===== config.mk =====
export PLATFORM = sky130hd
export DESIGN_NAME = uart_rx
export DESIGN_NICKNAME = d
export VERILOG_FILES = /design/src/rtl/uart_pkg.sv /design/src/rtl/uart_rx_chk.sv /design/src/rtl/uart_sync2.sv /design/src/rtl/uart_rx.sv
export SDC_FILE = /design/constraint.sdc
export NUM_CORES = 1
export LEC_CHECK = 0
export CORE_MARGIN = 2
export CORE_UTILIZATION = 49
export DETAILED_ROUTE_END_ITERATION = 10
export GPL_ROUTABILITY_DRIVEN = 1
export PLACE_DENSITY = 0.82
export SLEW_MARGIN = 20
export SYNTH_ARGS = -nofsm -noshare
export SYNTH_HDL_FRONTEND = slang
export SYNTH_SLANG_ARGS = --single-unit

===== constraint.sdc =====
create_clock -name clk -period 1.63 [get_ports clk]
set_input_delay 0.2445 -clock clk [delete_from_list [all_inputs] [get_ports clk]]
set_output_delay 0.2445 -clock clk [all_outputs]
set_load 0.03 [all_outputs]

===== src/rtl/uart_pkg.sv =====
// Shared UART definitions: frame constants, default sizing and FSM state
// encodings for both the receiver and the transmitter.
package uart_pkg;

    localparam int OVERSAMPLE_DEF = 16;
    localparam int DATA_BITS_DEF  = 8;

    localparam logic START_BIT  = 1'b0;
    localparam logic STOP_BIT   = 1'b1;
    localparam logic IDLE_LEVEL = 1'b1;

    localparam int TX_STOP_BITS  = 1;
    localparam int TX_FRAME_BITS = 1 + DATA_BITS_DEF + TX_STOP_BITS;

    typedef enum logic [1:0] {
        RX_IDLE  = 2'd0,
        RX_START = 2'd1,
        RX_DATA  = 2'd2,
        RX_STOP  = 2'd3
    } rx_state_t;

    typedef enum logic [1:0] {
        TX_IDLE  = 2'd0,
        TX_START = 2'd1,
        TX_DATA  = 2'd2,
        TX_STOP  = 2'd3
    } tx_state_t;

endpackage


===== src/rtl/uart_rx_chk.sv =====
// Output-protocol checker for the UART receiver flags.
module uart_rx_chk (
    input logic clk,
    input logic rst_n,
    input logic rx_valid,
    input logic rx_frame_err,
    input logic rx_busy
);

    a_flags_exclusive: assert property (@(posedge clk) disable iff (!rst_n)
        !(rx_valid && rx_frame_err));

    a_valid_single: assert property (@(posedge clk) disable iff (!rst_n)
        rx_valid |=> !rx_valid);

    a_err_single: assert property (@(posedge clk) disable iff (!rst_n)
        rx_frame_err |=> !rx_frame_err);

    a_flag_ends_busy: assert property (@(posedge clk) disable iff (!rst_n)
        (rx_valid || rx_frame_err) |-> !rx_busy);

endmodule


===== src/rtl/uart_sync2.sv =====
// Generic two-flop synchronizer for asynchronous inputs, with a selectable
// reset value so idle-high lines do not produce a spurious edge out of reset.
module uart_sync2 #(
    parameter int               WIDTH     = 1,
    parameter logic [WIDTH-1:0] RESET_VAL = {WIDTH{1'b1}}
) (
    input  logic             clk,
    input  logic             rst_n,
    input  logic [WIDTH-1:0] d,
    output logic [WIDTH-1:0] q
);

    logic [WIDTH-1:0] meta_r;
    logic [WIDTH-1:0] sync_r;

    // metastability chain, clocked every cycle
    always_ff @(posedge clk or negedge rst_n) begin
        if (!rst_n) begin
            meta_r <= RESET_VAL;
            sync_r <= RESET_VAL;
        end else begin
            meta_r <= d;
            sync_r <= meta_r;
        end
    end

    assign q = sync_r;

endmodule


===== src/rtl/uart_rx.sv =====
// 8N1-style UART receiver: oversampled start detection, mid-bit sampling,
// registered one-cycle valid / frame-error pulses.
module uart_rx
    import uart_pkg::*;
#(
    parameter int OVERSAMPLE = OVERSAMPLE_DEF,
    parameter int DATA_BITS  = DATA_BITS_DEF
) (
    input  logic                 clk,
    input  logic                 rst_n,
    input  logic                 baud_tick_16x,
    input  logic                 rx_line,
    output logic [DATA_BITS-1:0] rx_data,
    output logic                 rx_valid,
    output logic                 rx_frame_err,
    output logic                 rx_busy
);

    localparam int TW = $clog2(OVERSAMPLE);
    localparam int BW = $clog2(DATA_BITS + 1);

    localparam logic [TW-1:0] TICK_ZERO = TW'(0);
    localparam logic [TW-1:0] TICK_ONE  = TW'(1);
    localparam logic [TW-1:0] TICK_MID  = TW'(OVERSAMPLE / 2 - 1);
    localparam logic [TW-1:0] TICK_LAST = TW'(OVERSAMPLE - 1);
    localparam logic [BW-1:0] BIT_ZERO  = BW'(0);
    localparam logic [BW-1:0] BIT_ONE   = BW'(1);
    localparam logic [BW-1:0] BIT_LAST  = BW'(DATA_BITS - 1);

    logic                 rx_s;
    logic [DATA_BITS:0]   shift_in_s;

    rx_state_t            state_r;
    rx_state_t            state_next_s;
    logic [TW-1:0]        tick_r;
    logic [TW-1:0]        tick_next_s;
    logic [BW-1:0]        bit_r;
    logic [BW-1:0]        bit_next_s;
    logic [DATA_BITS-1:0] shift_r;
    logic [DATA_BITS-1:0] shift_next_s;
    logic [DATA_BITS-1:0] data_r;
    logic [DATA_BITS-1:0] data_next_s;
    logic                 valid_r;
    logic                 valid_next_s;
    logic                 err_r;
    logic                 err_next_s;
    logic                 busy_r;
    logic                 busy_next_s;

    uart_sync2 #(
        .WIDTH     (1),
        .RESET_VAL (1'b1)
    ) u_sync (
        .clk   (clk),
        .rst_n (rst_n),
        .d     (rx_line),
        .q     (rx_s)
    );

    // LSB-first reception: each new sample enters at the top and shifts down
    assign shift_in_s = {rx_s, shift_r};

    // state, counters and registered outputs
    always_ff @(posedge clk or negedge rst_n) begin
        if (!rst_n) begin
            state_r <= RX_IDLE;
            tick_r  <= TICK_ZERO;
            bit_r   <= BIT_ZERO;
            shift_r <= '0;
            data_r  <= '0;
            valid_r <= 1'b0;
            err_r   <= 1'b0;
            busy_r  <= 1'b0;
        end else begin
            state_r <= state_next_s;
            tick_r  <= tick_next_s;
            bit_r   <= bit_next_s;
            shift_r <= shift_next_s;
            data_r  <= data_next_s;
            valid_r <= valid_next_s;
            err_r   <= err_next_s;
            busy_r  <= busy_next_s;
        end
    end

    // next-state logic; everything except the flag pulses holds between ticks
    always_comb begin
        state_next_s = state_r;
        tick_next_s  = tick_r;
        bit_next_s   = bit_r;
        shift_next_s = shift_r;
        data_next_s  = data_r;
        valid_next_s = 1'b0;
        err_next_s   = 1'b0;
        busy_next_s  = busy_r;

        if (baud_tick_16x) begin
            case (state_r)
                RX_IDLE: begin
                    if (rx_s == START_BIT) begin
                        state_next_s = RX_START;
                        tick_next_s  = TICK_ZERO;
                        busy_next_s  = 1'b1;
                    end else begin
                        state_next_s = RX_IDLE;
                    end
                end
                RX_START: begin
                    if (tick_r == TICK_MID) begin
                        tick_next_s = TICK_ZERO;
                        if (rx_s == START_BIT) begin
                            state_next_s = RX_DATA;
                            bit_next_s   = BIT_ZERO;
                        end else begin
                            // glitch shorter than half a bit: drop silently
                            state_next_s = RX_IDLE;
                            busy_next_s  = 1'b0;
                        end
                    end else begin
                        tick_next_s = tick_r + TICK_ONE;
                    end
                end
                RX_DATA: begin
                    if (tick_r == TICK_LAST) begin
                        tick_next_s  = TICK_ZERO;
                        shift_next_s = shift_in_s[DATA_BITS:1];
                        bit_next_s   = bit_r + BIT_ONE;
                        if (bit_r == BIT_LAST) begin
                            state_next_s = RX_STOP;
                        end else begin
                            state_next_s = RX_DATA;
                        end
                    end else begin
                        tick_next_s = tick_r + TICK_ONE;
                    end
                end
                RX_STOP: begin
                    if (tick_r == TICK_LAST) begin
                        // back to IDLE mid stop bit so a following start is not missed
                        tick_next_s  = TICK_ZERO;
                        state_next_s = RX_IDLE;
                        busy_next_s  = 1'b0;
                        if (rx_s == STOP_BIT) begin
                            data_next_s  = shift_r;
                            valid_next_s = 1'b1;
                        end else begin
                            err_next_s = 1'b1;
                        end
                    end else begin
                        tick_next_s = tick_r + TICK_ONE;
                    end
                end
                default: begin
                    state_next_s = RX_IDLE;
                    tick_next_s  = TICK_ZERO;
                    bit_next_s   = BIT_ZERO;
                    busy_next_s  = 1'b0;
                end
            endcase
        end else begin
            state_next_s = state_r;
        end
    end

    assign rx_data      = data_r;
    assign rx_valid     = valid_r;
    assign rx_frame_err = err_r;
    assign rx_busy      = busy_r;

    uart_rx_chk u_chk (
        .clk          (clk),
        .rst_n        (rst_n),
        .rx_valid     (valid_r),
        .rx_frame_err (err_r),
        .rx_busy      (busy_r)
    );

endmodule


# Yosys cells after proc, flatten, opt, wreduce, memory -nomap -nowiden

Index checks and enable logic that the tools add are counted.

Add/sub/neg operators: 2
Equality and inequality tests: 12
Muxes and demuxes: 27
Reduce and logical (&&, ||, !) cells: 10

Operators with widths:

| cell                                                                    | number |
|---|---|
| 4-bit 2-to-1 mux                                                        | 5 |
| 1-bit 2-to-1 mux                                                        | 14 |
| 4-bit case mux with 3 select lines                                      | 1 |
| 2-bit inequality test, second input constant                            | 5 |
| 4-bit by 1-bit adder with 4-bit output, second input constant           | 2 |
| 4-bit by 3-bit equality test with 1-bit output, second input constant   | 2 |
| 2-bit 2-to-1 mux                                                        | 4 |
| 2-bit case mux with 4 select lines                                      | 1 |
| 4-bit case mux with 2 select lines                                      | 1 |
| 4-bit AND reduction                                                     | 2 |
| 6-bit AND reduction                                                     | 1 |
| 5-bit AND reduction                                                     | 1 |
| 2-bit equality test, second input constant                              | 2 |
| 4-bit equality test, second input constant                              | 1 |
| 1-bit case mux with 3 select lines                                      | 1 |
| 3-bit AND reduction                                                     | 1 |
| 3-bit nonzero test                                                      | 1 |
| 2-bit by 1-bit equality test with 1-bit output, second input constant   | 1 |
| 2-bit logical NOT                                                       | 1 |
| 2-bit by 1-bit inequality test with 1-bit output, second input constant | 1 |
| 2-bit AND reduction                                                     | 1 |
| 2-bit nonzero test                                                      | 1 |
| 2-bit OR reduction                                                      | 1 |

Register bits after elaboration: 31
Input bits: 4
Output and inout bits: 11
Logic and storage cells: 61

# Longest topological paths before layout

Gate-level depths: netlist of run 1.

Depth in word-level cells: 4
Mapped depth: 4
Gate-level depth less buffers: 4

# By module

A second synthesis of run 1 with hierarchy kept.

Cells, all modules: 107
Area total of the unflattened synthesis: 1,360.1 µm²

By module, submodules not included:

| module     | instances | cells each | area each (µm²) | sequential area each (µm²) |
|---|---|---|---|---|
| uart_rx    | 1         | 105        | 1,307.5         | 725.7 |
| uart_sync2 | 1         | 2          | 52.6            | 52.6 |

# Worst setup path after synthesis of run 1

OpenSTA, ideal clock, no wires.

Path type: reg-to-reg
From: reg tick_r[0]
To: reg shift_r[0]
Library setup time: 0.125 ns
Arrival time: 1.467 ns
Data required time: 1.505 ns
Slack: 0.038 ns
Stages on the path, launching flop included: 5
Path buffers: 0
Period minus slack after synthesis: 1.592 ns
Path through: dfrtp_1 > ha_1 > nand3_2 > nor2_2 > mux2_2

Cells in the longest elaborated chain, start to end: 2

RTL lines:

| element                       | line           | RTL |
|---|---|---|
| start: declaration            | uart_rx.sv:35  | `logic [TW-1:0] tick_r;` |
| start signal: assignment      | uart_rx.sv:76  | `tick_r <= tick_next_s;` |
| 4-bit equality test           | uart_rx.sv:124 | `if (tick_r == TICK_LAST) begin` |
| 3-bit AND reduction (no line) | n/a            |  |
| end signal: assignment        | uart_rx.sv:78  | `shift_r <= shift_next_s;` |
| end: declaration              | uart_rx.sv:39  | `logic [DATA_BITS-1:0] shift_r;` |

No other way between the ends.
A chain may end at the register's enable or synchronous reset.

==> reports/metrics.csv, run 1 <==
stage,metric,value,unit
place,Placed Instances,159,
global_routing,GRT Total Usage,18.8,%
die,FP Rows,19,
global_routing,vias in the first global route,1005,
clock_network,htree depth,2,
clock_network,Worst-path clk slew,100,ps
logic_synthesis,Mapped Nets,110,
clock_network,clock root buffer master,clkbuf_4,
pwr,Pwr Density,1250,nW/µm²
worst_setup_path,crit path buf inv count,0,
run_status,status,finished clean,
logic_synthesis,Post-Syn Area,1390,µm²
die,full die area,3280,µm²
worst_setup_path,Startpoint Class,flip-flop,
worst_setup_path,critical path depth,3,
drt,Via density,5.58,
sta,fin. max-slew vios,0,
finish,Antenna Diode Count,0,
finish,Finished Layout Cells,167,
logic_synthesis,Synth Warn #,0,
worst_setup_path,crit path DAT,1770,ps
place,post-place setup slack,-170,ps
pwr,maximum vdd drop,0.000827,V
drt,DRT Wirelength,2600,µm
sta,Final Hold Fails,0,
sta,Period minus WS final,1560,ps
die,Die W,57.2,µm
logic_synthesis,register area share after synthesis,56.0,%
clock_network,CTS Hold Bufs,0,
sta,Slew Limit Headroom,74.9,%
sta,final setup fails,0,
global_routing,initial antenna violation count,0,
worst_setup_path,CP max stage cell,or4b_4,
die,# IOs,15,
global_routing,GRT overflow,0,
pwr,Tot Pwr,2220,µW
global_routing,largest net degree at the start of global routing,32,
die,height of the die,57.2,µm
logic_synthesis,Yosys reg bits,31,
clock_network,CTS buffer count,5,
die,Starting Density,50.8,%
die,Core Region,2730,µm²
job,Max-Cap Viols,0,
worst_setup_path,worst-path cell chain,or4b_4 -> a21o_1 -> mux2_4,
worst_setup_path,CP top delay family,simple AND/OR/NAND/NOR gates,
finish,register area,779,µm²
drt,starting DRC count in detailed routing,18,
worst_setup_path,CP max FO,5,
drt,Avg WL per Cell,15.6,µm
drt,DRC viols,0,
global_routing,first-pass GRT wire length,4560,µm
sta,crit share post-route,95.6,%
place,Post-DP HPWL,1830,µm
clock_network,setup bufs post-CTS,0,
drt,vias,932,
finish,multi-input logic area,592,µm²
place,RePlAce Congestion,0.806,
finish,Area growth syn-to-layout,27.7,%
finish,Layout Nets,141,
clock_network,CTS tree,yes,
clock_network,worst-skew pair later-pin latency,320,ps
worst_setup_path,"slowest stage delay, CP",540,ps
worst_setup_path,CP Data Required Time,1850,ps
drt,Pre-antenna DRT Iters,4,
clock_network,CTS sink count,31,
worst_setup_path,Setup Crit Path Kind,reg2reg,
logic_synthesis,Yosys cell types,38,
sta,Worst Tran Pin Value,376,ps
logic_synthesis,post-synthesis area per instance,13.4,µm²
finish,"commonest cells after routing, fill and taps aside","28 x dfrtp_1, 17 x mux2_2, 13 x buf_4",
worst_setup_path,Crit. End Element,flip-flop,
finish,layout cells sized above 1,36.8,%
pwr,total leakage power,0.000947,µW
worst_setup_path,worst r2r path cells,3,
finish,"most common cell after layout, fill and taps aside",dfrtp_1,
place,IO Port Bufs,14,
min_path,Hold Path Class,in2async,
sta,setup ws final,70.9,ps
logic_synthesis,Post-Syn Instances,104,
drt,Final ANT Viol Nets,0,
sta,setup repair after global routing missed its margin,false,
finish,Fillers,203,
sta,Final Skew,4.49,ps
sta,Max Freq,641,MHz
clock_network,clk buf depth,2,
## cells in the mapped netlist
cell type / n / area (µm²)
a22o_2: 1 / 10.0
nor3_4: 1 / 16.3
o21a_1: 1 / 7.51
nor2_1: 2 / 7.51
inv_1: 2 / 7.51
o31ai_1: 2 / 15.0
nand4b_1: 2 / 17.5
or4b_1: 1 / 10.0
xor2_1: 1 / 8.76
o21ai_0: 4 / 20.0
clkbuf_2: 1 / 5.00
o2111ai_1: 2 / 17.5
or3b_2: 1 / 8.76
mux2_4: 1 / 15.0
or4b_4: 1 / 13.8
nor4b_1: 1 / 8.76
a21oi_1: 2 / 10.0
a21o_1: 1 / 7.51
a21boi_0: 1 / 7.51
nand2_1: 4 / 15.0
dfrtp_1: 29 / 726
a22o_1: 1 / 8.76
buf_6: 2 / 22.5
o211ai_1: 3 / 22.5
nand3_1: 3 / 15.0
nand3b_1: 1 / 7.51
a31oi_1: 2 / 12.5
clkbuf_1: 1 / 3.75
mux2i_1: 2 / 20.0
nand2b_1: 1 / 6.26
mux2_2: 17 / 191
o2bb2ai_1: 1 / 8.76
nand3_2: 1 / 10.0
dfstp_2: 2 / 52.6
ha_1: 2 / 25.0
and3_1: 2 / 12.5
nor2_2: 1 / 6.26
o22a_1: 1 / 8.76
## flip-flops by register name, indices dropped and copies added, names as in the netlist, named ones only
name	cells
bit_r	4
rx_busy	1
rx_data	8
rx_frame_err	1
rx_valid	1
shift_r	8
state_r	1
tick_r	4
u_sync.meta_r	1
u_sync.q	1
## final cells by class
| type | count | area share (%) |
|---|---|---|
| clock buffers | 5 | 2.12 |
| clock inverters | 3 | 2.47 |
| flip-flops and latches | 31 | 43.9 |
| inverters | 2 | 0.423 |
| well taps | 31 | 2.19 |
| multi-input cells | 67 | 33.4 |
| repair buffers | 28 | 15.5 |
## metrics by stage
stage,hold slack [ps],instance area [µm²],utilization [%],TNS [ps]
3_3_place_gp,348,1650,60.5,-1580
3_5_place_dp,348,1650,60.5,-2030
2_1_floorplan,-51.1,1390,-,0
4_1_cts,295,1750,63.8,0
5_1_grt,297,1770,64.9,0
6_report,291,1770,64.9,0
## final timing paths
check	from	endpoint	slack [ps]
max in group asynchronous	rst_n	u_sync.meta_r	1030
min in group clk	rx_line	u_sync.meta_r	310
worst max-delay path	flip-flop	bit_r[0]	70
worst min register to register	u_sync.meta_r	u_sync.q	360
worst max register to register	flip-flop	bit_r[0]	70
worst min-delay path	rst_n	asynchronous set/reset pin	290
## worst register-to-register path, cell delays in order, from the launching register on
cell     delay, ps
dfrtp_1        440
or4b_4         540
a21o_1         220
mux2_4         260
## report_power, final
part           internal (µW)  switching, µW  total, µW  leakage, µW
combinational            316            334        650     0.000499
clock                    323            267        590    0.0000452
sequential               865            119        984     0.000403
## timing repair
item                                    in CTS  in global routing
endpoints found under the hold margin        0                  0
endpoints found under the setup margin      17                 16
pin swaps                                    0                  1
resized for setup                            4                 10
## kinds of logic after synthesis
family | count (synthesis) | share of synthesized area, %
flops | 31 | 56.0
compound gates | 22 | 11.3
simple gates | 22 | 11.2
mux | 20 | 16.3
buf+inv | 6 | 2.79
fa+ha+maj | 2 | 1.80
xor+xnor | 1 | 0.631
## routing by layer
layer | vias up | share of wire, % | GRT usage [%]
met5 | - | 0 | 0
met4 | 0 | 1.8 | 8.31
met3 | 4 | 3.0 | 7.71
met2 | 16 | 51 | 29.6
met1 | 458 | 45 | 22.8
li1 | 454 | - | -
Note: power is estimated with default switching activity, not from simulation.
==> inputs of run 2 (changes only) <==
--- a/config.mk
+++ b/config.mk
@@ -9,6 +9,7 @@
 export CORE_UTILIZATION = 49
 export DETAILED_ROUTE_END_ITERATION = 10
 export GPL_ROUTABILITY_DRIVEN = 1
+export GPL_TIMING_DRIVEN = 0
 export PLACE_DENSITY = 0.82
 export SLEW_MARGIN = 20
 export SYNTH_ARGS = -nofsm -noshare
==> run 2 against run 1 <==
Maximum frequency shrank 2.2%. First-iteration DRC count shrank 56%. Cell count shrank 4.8%. Register-to-register slack lost 40 ps. Utilization shrank 1.9 points. Combinational power is essentially flat. Largest cell class unchanged. Highest routed layer unchanged.
==> reports/metrics.csv, run 2 (synthesis gave the netlist of run 1 again) <==
stage,metric,value,unit
run_status,status,finished clean,
clock_network,htree depth,2,
finish,layout cells sized above 1,33.6,%
clock_network,clock root buffer master,clkbuf_4,
clock_network,Worst-path clk slew,90,ps
clock_network,worst-skew pair later-pin latency,330,ps
pwr,total leakage power,0.000879,µW
worst_setup_path,Setup Crit Path Kind,reg2reg,
sta,fin. max-slew vios,0,
sta,crit share post-route,97.8,%
pwr,Pwr Density,1290,nW/µm²
finish,Area growth syn-to-layout,24.1,%
drt,vias,940,
sta,final setup fails,0,
die,Die W,57.2,µm
drt,Avg WL per Cell,15.3,µm
worst_setup_path,CP max FO,8,
finish,"commonest cells after routing, fill and taps aside","28 x dfrtp_1, 17 x mux2_2, 6 x dlymetal6s2s_1",
worst_setup_path,CP Data Required Time,1850,ps
sta,setup ws final,35.8,ps
pwr,maximum vdd drop,0.00101,V
die,height of the die,57.2,µm
place,RePlAce Congestion,0.826,
die,Core Region,2730,µm²
finish,"most common cell after layout, fill and taps aside",dfrtp_1,
worst_setup_path,Crit. End Element,flip-flop,
place,post-place setup slack,-428,ps
die,Starting Density,50.8,%
global_routing,GRT overflow,0,
global_routing,largest net degree at the start of global routing,32,
worst_setup_path,crit path DAT,1820,ps
global_routing,GRT Total Usage,17.6,%
sta,Final Skew,9.35,ps
finish,multi-input logic area,602,µm²
global_routing,initial antenna violation count,0,
drt,Via density,5.91,
sta,Max Freq,627,MHz
sta,Worst Tran Pin Value,649,ps
min_path,WHS Path Cells,1,
die,FP Rows,19,
sta,Slew Limit Headroom,56.7,%
finish,register area,779,µm²
place,IO Port Bufs,14,
finish,Antenna Diode Count,0,
min_path,Hold Path Class,in2reg,
sta,Final Hold Fails,0,
finish,Fillers,209,
sta,Period minus WS final,1590,ps
die,# IOs,15,
sta,setup repair after global routing missed its margin,true,
clock_network,CTS buffer count,5,
clock_network,clk buf depth,2,
drt,DRT Wirelength,2430,µm
clock_network,CTS tree,yes,
clock_network,CTS sink count,31,
drt,Final ANT Viol Nets,0,
global_routing,first-pass GRT wire length,4260,µm
finish,Util after Layout,63.0,%
global_routing,vias in the first global route,945,
die,full die area,3280,µm²
place,Post-DP HPWL,1650,µm
worst_setup_path,worst r2r path cells,4,
job,Max-Cap Viols,0,
finish,Layout Nets,133,
drt,starting DRC count in detailed routing,8,
drt,DRC viols,0,
worst_setup_path,Startpoint Class,flip-flop,
drt,Pre-antenna DRT Iters,4,
## run 2: changes by cell type in the layout (fill, tap and decap cells not counted)
cell,change
nor2_2,-1
clkbuf_8,+1
dlygate4sd2_1,+1
dlymetal6s2s_1,-2
nor2_4,+1
buf_4,-13
buf_6,+2
nand3_2,+1
dlygate4sd3_1,+1
clkinv_4,-1
buf_2,+1
clkbuf_2,+2
nand3_1,-1
## run 2: critical path, cell delays in order (launching register included)
cell and delay [ps]:
dfrtp_1 380, buf_6 140, or4b_4 510, a21o_1 210, mux2_4 260
## run 2: layer usage
layer	wire [µm]	share of wire, %	GRT usage (%)	vias to the layer above
li1	-	-	-	440
met1	1020	42	20.8	477
met2	1280	52	29.2	17
met3	89	3.7	6.12	6
met4	51	2.1	7.97	0
met5	0	0	0	-
## run 2: path summary, 6_finish.rpt
path                            slack [ps]            end          start
worst max-delay path                    40       bit_r[0]      tick_r[3]
worst min-delay path                   330  u_sync.meta_r        rx_line
worst max register to register          40       bit_r[0]      tick_r[3]
worst min register to register         370       u_sync.q  u_sync.meta_r
max in group asynchronous              700      tick_r[0]          rst_n
min in group asynchronous              470     rx_data[2]          rst_n
## run 2: area by class of cell
cell class | instances | share of cell area (%)
buffer | 4 | 1.89
clock buffer | 6 | 2.98
clock inverter | 2 | 2.03
inverter | 2 | 0.436
multi-input combinational | 67 | 34.9
sequential | 31 | 45.2
tap | 31 | 2.25
timing repair buffer | 16 | 10.2
## run 2: repair_timing
action	CTS	global route
setup endpoints to repair	23	25
setup buffers	1	0
hold endpoints to repair	29	0
pin swaps	2	2
hold buffers	1	0
resized for setup	7	10
## run 2: where the power goes
part / switching [µW] / total, µW / internal [µW]
Clock: 252 / 614 / 362
Combinational: 363 / 647 / 284
Sequential: 90.3 / 955 / 865
Total: 705 / 2220 / 1510
## run 2: metrics by stage
step           instance area [µm²]  instances  TNS (ps)  total power (µW)  hold WS [ps]
4_1_cts                       1700        159         0              2220           323
5_1_grt                       1720        159         0              2350           314
6_report                      1720        159         0              2220           332
3_5_place_dp                  1560        149     -7460              1560           320
3_3_place_gp                  1570        149    -12480              1510           346
2_1_floorplan                 1390        104         0              1400         -51.1
